## src/rtl/traffic_gen_stream.sv

```systemverilog
// ---------------------------------------------------------------------------------------------
// traffic_gen_stream
//
// Single-lane AXI-Stream traffic generator. Produces ramp, constant, LFSR or alternating sample
// patterns in bursts of BURST_LEN samples. Each accepted sample can be followed by a
// programmable number of idle cycles. Four of these feed one lane aligner to build a
// 128-bit word.
//
// Parameters
//   DATA_WIDTH  sample width; pattern arithmetic wraps mod 2^DATA_WIDTH
//   INIT_VALUE  first sample for ramp / constant / alternating modes
//   LFSR_SEED   first sample for LFSR mode (a zero seed is replaced by 1)
//   BURST_LEN   samples per burst; 0 runs until stopped
//
// Ports
//   aclk             in   clock, rising edge
//   reset            in   synchronous, active-high
//   command          in   [0] run, [6] soft reset, [8:7] mode, [23:16] gap cycles
//   M00_AXIS_TVALID  out  sample valid
//   M00_AXIS_TDATA   out  sample
//   M00_AXIS_TREADY  in   downstream ready
//   M00_AXIS_TLAST   out  final sample of a burst (only with TRAFFIC_GEN_TLAST_EN)
//   sample_count     out  handshakes completed in the current / last burst
//   busy             out  sending or in an inter-sample gap
//   done             out  burst finished, waiting for run to drop
//
// Build option
//   TRAFFIC_GEN_TLAST_EN  when defined, adds the M00_AXIS_TLAST output.
// ---------------------------------------------------------------------------------------------
module traffic_gen_stream #(
    parameter int unsigned           DATA_WIDTH = 14,
    parameter logic [DATA_WIDTH-1:0] INIT_VALUE = '0,
    parameter logic [DATA_WIDTH-1:0] LFSR_SEED  = {{(DATA_WIDTH-1){1'b0}}, 1'b1},
    parameter logic [31:0]           BURST_LEN  = 32'd1024
) (
    input  logic                  aclk,
    input  logic                  reset,
    input  logic [31:0]           command,
    output logic                  M00_AXIS_TVALID,
    output logic [DATA_WIDTH-1:0] M00_AXIS_TDATA,
    input  logic                  M00_AXIS_TREADY,
`ifdef TRAFFIC_GEN_TLAST_EN
    output logic                  M00_AXIS_TLAST,
`endif
    output logic [31:0]           sample_count,
    output logic                  busy,
    output logic                  done
);

    typedef enum logic [1:0] {
        StIdle,
        StSend,
        StGap,
        StDone
    } state_e;

    localparam logic [1:0] ModeRamp  = 2'b00;
    localparam logic [1:0] ModeConst = 2'b01;
    localparam logic [1:0] ModeLfsr  = 2'b10;
    localparam logic [1:0] ModeAlt   = 2'b11;

    // A zero seed would lock the LFSR at zero forever.
    localparam logic [DATA_WIDTH-1:0] SeedEff =
        (LFSR_SEED == '0) ? {{(DATA_WIDTH-1){1'b0}}, 1'b1} : LFSR_SEED;

    state_e                  state_q, state_d;
    logic [DATA_WIDTH-1:0]   data_q, data_d;
    logic [31:0]             count_q, count_d;
    logic [1:0]              mode_q, mode_d;
    logic [7:0]              gap_q, gap_d;
    logic [7:0]              gap_cnt_q, gap_cnt_d;
    logic                    run_q;

    logic                    soft_rst;
    logic                    run;
    logic                    start;
    logic                    stop;
    logic                    handshake;
    logic                    last_beat;
    logic [31:0]             count_inc;

    // Command bits with no function in this block.
    logic                    unused_cmd;
    assign unused_cmd = ^{command[31:24], command[15:9], command[5:1]};

    // ---------------------------------------------------------------------------------------
    // Control decode
    // ---------------------------------------------------------------------------------------
    assign soft_rst  = reset | command[6];
    assign run       = command[0];
    assign start     = run & ~run_q;
    assign stop      = ~run;
    assign handshake = (state_q == StSend) & M00_AXIS_TREADY;

    // Saturating increment; only reachable with an unbounded burst.
    assign count_inc = (count_q == 32'hFFFF_FFFF) ? count_q : count_q + 32'd1;

    // The sample currently on the bus is the last of the burst. A saturated counter wraps
    // to zero here, which never equals a non-zero BURST_LEN.
    assign last_beat = (BURST_LEN != 32'd0) && ((count_q + 32'd1) == BURST_LEN);

    function automatic logic [DATA_WIDTH-1:0] next_sample(input logic [DATA_WIDTH-1:0] d,
                                                          input logic [1:0]            m);
        logic [DATA_WIDTH-1:0] n;
        n = d;
        unique case (m)
            ModeRamp:  n = d + {{(DATA_WIDTH-1){1'b0}}, 1'b1};
            ModeConst: n = d;
            ModeLfsr:  n = {d[DATA_WIDTH-2:0],
                            d[DATA_WIDTH-1] ^ d[DATA_WIDTH-2] ^ d[DATA_WIDTH-3] ^ d[1]};
            ModeAlt:   n = ~d;
            default:   n = d;
        endcase
        return n;
    endfunction

    // ---------------------------------------------------------------------------------------
    // FSM: state register
    // ---------------------------------------------------------------------------------------
    always_ff @(posedge aclk) begin
        if (soft_rst) begin
            state_q <= StIdle;
        end else begin
            state_q <= state_d;
        end
    end

    // ---------------------------------------------------------------------------------------
    // FSM: next state
    // ---------------------------------------------------------------------------------------
    always_comb begin
        state_d = state_q;
        unique case (state_q)
            StIdle: begin
                if (start) begin
                    state_d = StSend;
                end
            end
            StSend: begin
                // Stop is only honoured on a handshake so TVALID is never withdrawn.
                if (handshake) begin
                    if (last_beat) begin
                        state_d = StDone;
                    end else if (stop) begin
                        state_d = StIdle;
                    end else if (gap_q != 8'd0) begin
                        state_d = StGap;
                    end
                end
            end
            StGap: begin
                if (stop) begin
                    state_d = StIdle;
                end else if (gap_cnt_q <= 8'd1) begin
                    state_d = StSend;
                end
            end
            StDone: begin
                if (stop) begin
                    state_d = StIdle;
                end
            end
            default: state_d = StIdle;
        endcase
    end

    // ---------------------------------------------------------------------------------------
    // Datapath next state
    // ---------------------------------------------------------------------------------------
    always_comb begin
        data_d    = data_q;
        count_d   = count_q;
        mode_d    = mode_q;
        gap_d     = gap_q;
        gap_cnt_d = gap_cnt_q;
        unique case (state_q)
            StIdle: begin
                // Mode and gap are captured once per burst.
                if (start) begin
                    mode_d  = command[8:7];
                    gap_d   = command[23:16];
                    data_d  = (command[8:7] == ModeLfsr) ? SeedEff : INIT_VALUE;
                    count_d = 32'd0;
                end
            end
            StSend: begin
                if (handshake) begin
                    count_d   = count_inc;
                    data_d    = next_sample(data_q, mode_q);
                    gap_cnt_d = gap_q;
                end
            end
            StGap: begin
                if (gap_cnt_q != 8'd0) begin
                    gap_cnt_d = gap_cnt_q - 8'd1;
                end
            end
            StDone: begin
            end
            default: begin
            end
        endcase
    end

    // ---------------------------------------------------------------------------------------
    // Datapath registers
    // ---------------------------------------------------------------------------------------
    always_ff @(posedge aclk) begin
        if (soft_rst) begin
            data_q    <= '0;
            count_q   <= 32'd0;
            mode_q    <= ModeRamp;
            gap_q     <= 8'd0;
            gap_cnt_q <= 8'd0;
            run_q     <= 1'b0;
        end else begin
            data_q    <= data_d;
            count_q   <= count_d;
            mode_q    <= mode_d;
            gap_q     <= gap_d;
            gap_cnt_q <= gap_cnt_d;
            run_q     <= run;
        end
    end

    // ---------------------------------------------------------------------------------------
    // FSM: outputs
    // ---------------------------------------------------------------------------------------
    always_comb begin
        M00_AXIS_TVALID = (state_q == StSend);
        M00_AXIS_TDATA  = data_q;
        sample_count    = count_q;
        busy            = (state_q == StSend) || (state_q == StGap);
        done            = (state_q == StDone);
    end

`ifdef TRAFFIC_GEN_TLAST_EN
    // count_q is frozen while a sample waits for TREADY, so TLAST holds with TDATA.
    always_comb begin
        M00_AXIS_TLAST = (state_q == StSend) && last_beat;
    end
`endif

endmodule

```

## config.mk

```make
export PLATFORM = sky130hd
export DESIGN_NAME = traffic_gen_stream
export DESIGN_NICKNAME = d
export VERILOG_FILES = /design/src/rtl/traffic_gen_stream.sv
export SDC_FILE = /design/constraint.sdc
export NUM_CORES = 1
export LEC_CHECK = 0
export ABC_AREA = 1
export CORE_MARGIN = 2
export CORE_UTILIZATION = 57
export DETAILED_ROUTE_END_ITERATION = 8
export PLACE_DENSITY = 0.92
export SLEW_MARGIN = 10
export SYNTH_ARGS = -nofsm -noshare
export SYNTH_HDL_FRONTEND = slang
export SYNTH_SLANG_ARGS = --single-unit
```

## constraint.sdc

```tcl
create_clock -name aclk -period 6.1 [get_ports aclk]
set_clock_uncertainty 0.2 [all_clocks]
set_input_delay 1.525 -clock aclk [delete_from_list [all_inputs] [get_ports aclk]]
set_output_delay 1.525 -clock aclk [all_outputs]
set_load 0.02 [all_outputs]
```

* After elaboration in Yosys (flattened, before gate mapping) *
Index checks and enable logic that the tools add are counted.

word-level totals
  register bits after elaboration = 67
  input port bits = 35
  output and inout bits = 49
  word-level logic and storage cells = 69

operators by class
  add/sub/neg operators = 3
  magnitude comparators = 1
  eq/ne operators = 17
  multiplexer cells = 21
  bitwise gates (word level) = 8
  reductions and logical operators = 12

operator list
  cell                   count
  $mux 32                3
  $pmux 32 s2            1
  $pmux 14 s3            1
  $add 32x1->32 const B  1
  $eq 32x11->1 const B   1
  $eq 32x32->1 const B   1
  $mux 14                2
  $pmux 14 s2            1
  $mux 2                 8
  $mux 8                 2
  $pmux 8 s2             1
  $reduce_bool 8->1      2
  $add 14x1->14 const B  1
  $not 14->14            1
  $eq 2x2->1 const B     5
  $ne 2x2->1 const B     5
  $le 8x1->1 const B     1
  $pmux 2 s4             1
  $reduce_and 4->1       2
  $sub 8x1->8 const B    1
  $reduce_and 5->1       1
  $eq 2x1->1 const B     2
  $logic_not 2->1        2
  $ne 4x2->1 const B     1
  11 further kinds       15

* Logic depth before layout (Yosys ltp) *
Gate-level depths: netlist of run 1.

  depth after elaboration = 6
  mapped depth = 17
  mapped depth without buffers = 17

* Worst setup path before layout of run 1 *
No wires, ideal clock.

  path kind = in2reg
  from = input port command[0]
  to = register data_q[5], in the netlist M00_AXIS_TDATA[5]
  library setup time = 137 ps
  arrival = 2654 ps
  data required time = 5763 ps
  setup slack = 3109 ps
  cell stages on the path = 10
  buffers on the path = 1
  cell sequence = inv_1 nor2_1 inv_1 a21oi_1 nand3_1 inv_1 buf_2 a21oi_1 o21ai_0 a31oi_1

between the ends
  word-level cells in the longest chain between the ends = 3

ends and longest elaborated chain
  what                        RTL line  source
  start: declaration          38        input logic [31:0] command,
  $and 1x1->1                 91        assign start = run & ~run_q;
  $ne 2x2->1 (no line)        --
  $reduce_and 4->1 (no line)  --
  end signal: assignment      217       data_q <= data_d;
  end: declaration            67        logic [DATA_WIDTH-1:0] data_q, data_d;

Every way passes these cells.
A chain may end at the register's enable or synchronous reset.

* Worst setup path in the final report of run 1 *
Ends and elaborated chain as after synthesis.

==> results of run 1 <==
[worst max-delay path: cells and delay by family]
| kind | cells | cell delay (ps) |
|---|---|---|
| AOI/OAI and AO/OA | 4 | 690 |
| buffers and inverters | 5 | 1360 |
| and+or+nand+nor | 2 | 850 |
[final cells by class]
cell class                 instances  area (sq um)
fill                             650          2331
multi-input combinational        573          2710
timing repair buffer              66         653.1
tap                              102         127.6
clock inverter                     7         67.56
sequential                        67          1341
clock buffer                       9         123.9
inverter                          78         292.8
[where the power goes]
group	switching [W]	internal, W	leakage (nW)
combinational	0.0000699	0.0000338	1.27
clock	0.000180	0.000188	0.103
sequential	0.00000653	0.000444	0.541
total	0.000257	0.000665	1.92
[cells in the mapped netlist, drive strengths merged, types with 4 or more instances]
master / n / area, sq um
a211oi: 4 / 30.03
a21oi: 68 / 340.3
a31oi: 8 / 50.05
buf: 10 / 48.79
clkbuf: 11 / 41.29
dfxtp: 67 / 1341
ha: 9 / 112.6
inv: 75 / 281.5
nand2: 244 / 943.4
nand3: 43 / 220.2
nand3b: 14 / 105.1
nor2: 103 / 444.2
nor3: 6 / 30.03
nor4: 5 / 31.28
o21ai: 42 / 210.2
o22ai: 11 / 68.82
xor2: 4 / 35.03
[registers in the layout, indices dropped and copies added (netlist names)]
signal          count
gap_q               8
mode_q              2
gap_cnt_q           8
sample_count       32
run_q               1
state_q             2
M00_AXIS_TDATA     14
[layer usage]
layer | GRT usage | wire (um) | vias to the layer above
li1 | - | - | 2509
met1 | 0.3818 | 5394 | 2306
met3 | 0.03780 | 894 | 34
met5 | 0 | 0 | -
met2 | 0.5074 | 5980 | 221
met4 | 0.1045 | 301 | 0
[worst max path at each step]
stage	endpoint	from	cells after the start	slack (ps)
2_1_floorplan	M00_AXIS_TDATA[5]$_SDFFE_PP0P_	command[0]	10	3110
3_3_place_gp	M00_AXIS_TDATA[5]$_SDFFE_PP0P_	command[0]	11	1630
3_5_place_dp	M00_AXIS_TDATA[5]$_SDFFE_PP0P_	command[0]	11	1490
4_1_cts	M00_AXIS_TDATA[5]$_SDFFE_PP0P_	command[0]	11	1880
5_1_grt	M00_AXIS_TDATA[5]$_SDFFE_PP0P_	command[0]	11	1510
6_report	M00_AXIS_TDATA[5]$_SDFFE_PP0P_	command[0]	11	1750
[through the flow]
stage	instance area [sq um]	utilization	instances
2_1_floorplan	4432	-	739
3_3_place_gp	5125	0.6702	886
3_5_place_dp	5125	0.6702	886
4_1_cts	5316	0.6952	902
5_1_grt	5316	0.6952	902
6_report	5316	0.6952	902
[cells by family (layout without fill, tap and decap cells)]
logic type               after synthesis  in the layout  synth area share
buffers and inverters                 99            160           0.08639
flip-flops                            67             67            0.3027
XOR/XNOR                               5              5          0.009881
adder cells (fa/ha/maj)                9              9           0.02541
AND/OR/NAND/NOR                      421            421            0.4088
AO/OA/AOI/OAI                        138            138            0.1669
==> parameters.txt, run 1 <==
Parameter                              Value

STA
  Final setup slack of the worst path    ~1700 ps
  Final-report hold violation count    0
  Worst hold slack    284.2 ps
  Sum of negative setup slack    0 ps
  Max-slew violation count    0
  Part of the cycle the worst path needs    0.7136
  Min cycle time layout    ~4400 ps
  Fmax    around 0.23 GHz
  Relative slew slack    0.3639
  Slew at the pin with the worst max-slew slack    approximately 950 ps
  Setup repair after global routing missed its margin    false
  Total of endpoints with negative setup slack in the final report    0

Floorplan
  FP Rows    32
  Starting utilization of the core area    0.5795
  Top Ports    84
  Placeable core area    approximately 7600 sq um
  Die H    ~92 um
  Total die area    ~8500 sq um
  Width of the chip    92.18 um

Finish
  Final nets    839
  Post-synthesis to final-layout area growth    19.96%
  Fraction of final layout cells with drive strength greater than 1    0.05250
  Inserted Diodes    0
  Most used cells in the layout excluding fill and tap cells    sky130_fd_sc_hd__nand2_1, sky130_fd_sc_hd__nor2_1, sky130_fd_sc_hd__inv_1
  Most common cell after layout, fill and taps aside    sky130_fd_sc_hd__nand2_1

Worst setup path
  Register-to-register setup slack    2550 ps
  Sort of element at the start of the critical path    primary input
  Critical setup path kind    in -> reg
  Arrival time at the worst endpoint    between 4000 and 5000 ps
  Critical R2R Launch    state_q[1]$_SDFFE_PP0P_
  Cell depth of the worst flop-to-flop path    11
  Worst Path Max Fanout    18
  CP Capture Type    flop
  Cell at the slowest stage of the critical path    sky130_fd_sc_hd__nand3_1
  CP Data Required Time    6180 ps
  Most used cell along the critical path    sky130_fd_sc_hd__inv_1
  Cells along the critical path    clkdlybuf4s50_1 -> inv_1 -> nor2_1 -> inv_1 -> a21oi_1 -> nand3_1 -> inv_1 -> o21ai_0 -> inv_1 -> o21ai_0 -> a31oi_1
  Worst path max stage delay    a little under 600 ps
  Worst reg2reg path endpoint    M00_AXIS_TDATA[5]$_SDFFE_PP0P_

Power
  Static Leakage    around 1.9 nW
  Total power per unit cell area    roughly 170 nW/um^2
  Worst vdd rail ir drop    around 0.00012 V
  Sum of internal, switching and leakage power    0.0009221 W

Yosys
  Post-synthesis sequential area ratio    0.3027
  Syn_nets    about 780
  Synthesis Warnings    0
  Cell variety after synth    31
  Mapped Avg Cell Area    5.997 sq um
  Proportion of register bits with asynchronous set or reset after synthesis    0
  Mapped Cells    around 740
  Number of flops mapped to enable cells by yosys    0
  Synthesis-stage register bit count    67
  Dominant synthesized flop cell    sky130_fd_sc_hd__dfxtp_1
  Netlist area before placement    ~4400 sq um

Flow run
  Max-cap violation count    0

Clocking
  Clock tree buffer depth    2
  Max H-tree Level    3
  Master cell of the clock root buffer    sky130_fd_sc_hd__clkbuf_8
  Clock edge transition at the registers on the reported setup and hold paths    around 80 ps
  CTS tree    yes
  Clock Latency Late Sink    around 350 ps
  Post-CTS setup buffer count    0
  CTS Hold Bufs    0
  Post-CTS resize count    0
  Number of buffers added by the clock tree synthesis step    9
  Total number of clock tree sinks    67

Detailed routing
  Antenna-violating nets left    0
  Drt pass-1 iters    6
  DRC violations left    0
  Wire length per cell after detailed routing    13.94 um
  Total routed wirelength    12570 um
  Total number of vias    slightly above 5000
  Post-detailed-route via-to-cell ratio    5.621
  Number of design-rule violations left by the first detailed-router iteration    between 300 and 400

Worst hold path
  Worst min-delay path class    reg -> reg
  Startpoint of the most critical hold path    gap_q[4]$_SDFFE_PP0P_
  Hold depth    2
  End of the worst hold path    gap_cnt_q[4]$_SDFFE_PP0P_

Global routing
  All-layer global routing usage    0.2958
  Maximum number of pins on one net before global-route repair    43
  Via count of the first global-routing pass    roughly 4600
  Remaining global-route overflow    0
  Number of antenna violations at the first check in global routing    0
  Global-route wire length before repair    20530 um

Placement
  DPL Wire Length    between 9000 and 10000 um
  Routability congestion estimate from global placement    roughly 1
  Setup Slack @ Placement    1493 ps
  Buffers on Ports    between 60 and 70

Outcome
  Status    complete, no violations
No activity file was read; power rests on OpenSTA's default activity.
==> inputs of run 2 (changes only) <==
--- a/config.mk
+++ b/config.mk
@@ -7,9 +7,9 @@
 export LEC_CHECK = 0
 export ABC_AREA = 1
 export CORE_MARGIN = 2
-export CORE_UTILIZATION = 57
+export CORE_UTILIZATION = 53
 export DETAILED_ROUTE_END_ITERATION = 8
-export PLACE_DENSITY = 0.92
+export PLACE_DENSITY = 0.87
 export SLEW_MARGIN = 10
 export SYNTH_ARGS = -nofsm -noshare
 export SYNTH_HDL_FRONTEND = slang
==> constraint.sdc (replaced) <==
create_clock -name aclk -period 4.1 [get_ports aclk]
set_clock_uncertainty 0.2 [all_clocks]
set_input_delay 1.025 -clock aclk [delete_from_list [all_inputs] [get_ports aclk]]
set_output_delay 1.025 -clock aclk [all_outputs]
set_load 0.02 [all_outputs]
==> run 2 against run 1 <==
Flip-flop and latch count unchanged. Setup slack lost 1100 ps. Clock-buffer cell count is 1 higher. Sequential power rose by 49%. Die area up 7.2%. Combinational power grew 52%. Critical endpoint is now sample_count[24]$_SDFFE_PP0P_. Largest power group unchanged.
==> parameters.txt, run 2 (synthesis results as in run 1) <==
Parameter                              Value

STA
  Sum of negative setup slack    0 ps
  Part of the cycle the worst path needs    0.8356
  Max-slew violation count    0
  Final-report hold violation count    0
  Setup repair after global routing missed its margin    false
  Slew at the pin with the worst max-slew slack    993.9 ps
  Relative slew slack    0.3367
  Total of endpoints with negative setup slack in the final report    0
  Min cycle time layout    around 3400 ps
  Fmax    roughly 0.29 GHz

Worst setup path
  Termination of the worst setup path    sample_count[24]$_SDFFE_PP0P_
  Register-to-register setup slack    1000 ps
  Critical R2R Launch    state_q[1]$_SDFFE_PP0P_
  Cell depth of the worst flop-to-flop path    11
  Sort of element at the start of the critical path    primary input
  CP Capture Type    flop
  Critical Path Start    command[0]
  Arrival time at the worst endpoint    around 3500 ps
  CP Data Required Time    ~4000 ps
  Critical setup path kind    in -> reg
  Worst reg2reg path endpoint    sample_count[7]$_SDFFE_PP0P_
  Worst Path Max Fanout    31

Global routing
  Met1 track utilization from global routing    0.3897
  Global-route wire length before repair    21400 um
  All-layer global routing usage    0.2943
  Maximum number of pins on one net before global-route repair    32
  Via count of the first global-routing pass    ~4800
  Number of antenna violations at the first check in global routing    0
  Remaining global-route overflow    0
  Global-route track usage on met2    0.4853
  Met3 usage    0.04585
  Layer with the highest usage    met2

Clocking
  CTS tree    yes
  CTS Hold Bufs    0
  Clock Latency Late Sink    350 ps
  Clock tree buffer depth    2
  Clock edge transition at the registers on the reported setup and hold paths    roughly 80 ps
  Post-CTS setup buffer count    0
  Total number of clock tree sinks    67
  Master cell of the clock root buffer    sky130_fd_sc_hd__clkbuf_8
  Number of buffers added by the clock tree synthesis step    9
  Max H-tree Level    3
  Post-CTS resize count    0

Power
  Static Leakage    between 1.5 and 2 nW
  Total power per unit cell area    271.8 nW/um^2
  Worst vdd rail ir drop    roughly 0.00016 V

Worst hold path
  Worst min-delay path class    reg -> reg

Finish
  Number of standard cells in the final layout excluding fillers    ~900
  Inserted Diodes    0
  Most used cells in the layout excluding fill and tap cells    sky130_fd_sc_hd__nand2_1, sky130_fd_sc_hd__nor2_1, sky130_fd_sc_hd__inv_1
  Most common cell after layout, fill and taps aside    sky130_fd_sc_hd__nand2_1
  Fraction of final layout cells with drive strength greater than 1    0.05721
  Max FFs per register    32
  Final nets    approximately 840
  Post-synthesis to final-layout area growth    21.51%
  Final core utilization    0.6587

Floorplan
  Total die area    a little over 9000 sq um
  Die H    95.44 um
  Top Ports    84
  Placeable core area    slightly above 8000 sq um
  Width of the chip    between 90 and 100 um
  Starting utilization of the core area    0.5421
  FP Rows    33

Detailed routing
  DRC violations left    0
  Wire length per cell after detailed routing    around 14 um
  Total routed wirelength    roughly 13000 um
  Total number of vias    roughly 5000
  Drt pass-1 iters    6
  Antenna-violating nets left    0
  Post-detailed-route via-to-cell ratio    about 5.6
  Number of design-rule violations left by the first detailed-router iteration    394

Placement
  Routability congestion estimate from global placement    around 0.94
  Buffers on Ports    63
  Cell count after placement    893
  DPL Wire Length    just over 9000 um

Outcome
  Status    complete, no violations

Flow run
  Max-cap violation count    0
[run 2: cell count changes in the layout (fill, tap and decap cells not counted), sizes merged]
cell / before / now
bufinv: 1 / 2
clkbuf: 9 / 10
inv: 76 / 75
clkinvlp: 0 / 2
clkinv: 8 / 5
buf: 3 / 7
[run 2: worst min path at each step]
stage,startpoint,end,cells after the start
after floorplan,gap_q[0]$_SDFFE_PP0P_,gap_q[0]$_SDFFE_PP0P_,2
after global placement,gap_q[4]$_SDFFE_PP0P_,gap_q[4]$_SDFFE_PP0P_,2
after detailed placement,gap_q[4]$_SDFFE_PP0P_,gap_q[4]$_SDFFE_PP0P_,2
after CTS,gap_q[4]$_SDFFE_PP0P_,gap_q[4]$_SDFFE_PP0P_,2
after global routing,gap_cnt_q[6]$_SDFFE_PP0P_,gap_cnt_q[6]$_SDFFE_PP0P_,2
final,gap_q[4]$_SDFFE_PP0P_,gap_q[4]$_SDFFE_PP0P_,2
[run 2: critical path: stages]
cell and delay [ps]:
sky130_fd_sc_hd__clkdlybuf4s50_1 540, sky130_fd_sc_hd__inv_1 110, sky130_fd_sc_hd__nor2_1 300, sky130_fd_sc_hd__inv_1 80
sky130_fd_sc_hd__a21oi_1 300, sky130_fd_sc_hd__o21ai_1 190, sky130_fd_sc_hd__nor2_1 150, sky130_fd_sc_hd__inv_1 440
sky130_fd_sc_hd__nand2_1 200, sky130_fd_sc_hd__a21oi_1 90
[run 2: metal layers]
layer,share of wire,vias to the layer above
li1,-,2515
met1,0.43,2327
met2,0.47,229
met3,0.073,25
met4,0.022,0
met5,0,-
[run 2: power by group]
part           internal [W]  switching (W)  leakage (nW)
registers          0.000660     0.00000945         0.541
clock network      0.000359       0.000277         0.108
logic             0.0000536       0.000105          1.29
[run 2: cell type report]
cell class	instances	area (sq um)
well taps	105	131.4
clock inverters	6	88.84
flip-flops and latches	67	1341
repair buffers	70	683.2
inverters	78	292.8
multi-input cells	573	2710
clock buffers	10	137.6
fillers	736	2790
[run 2: stage by stage]
stage | hold slack, ps | setup WS (ps) | cell area [sq um] | total power, W
5_1_grt | 317.7 | 423.4 | 5385 | 0.001515
2_1_floorplan | 243.1 | 1609 | 4432 | 0.0007864
4_1_cts | 285.0 | 710.3 | 5385 | 0.001465
3_3_place_gp | 256.9 | 501.6 | 5159 | 0.0008330
3_5_place_dp | 272.4 | 408.4 | 5159 | 0.0008387
6_report | 279.8 | 674.2 | 5385 | 0.001464
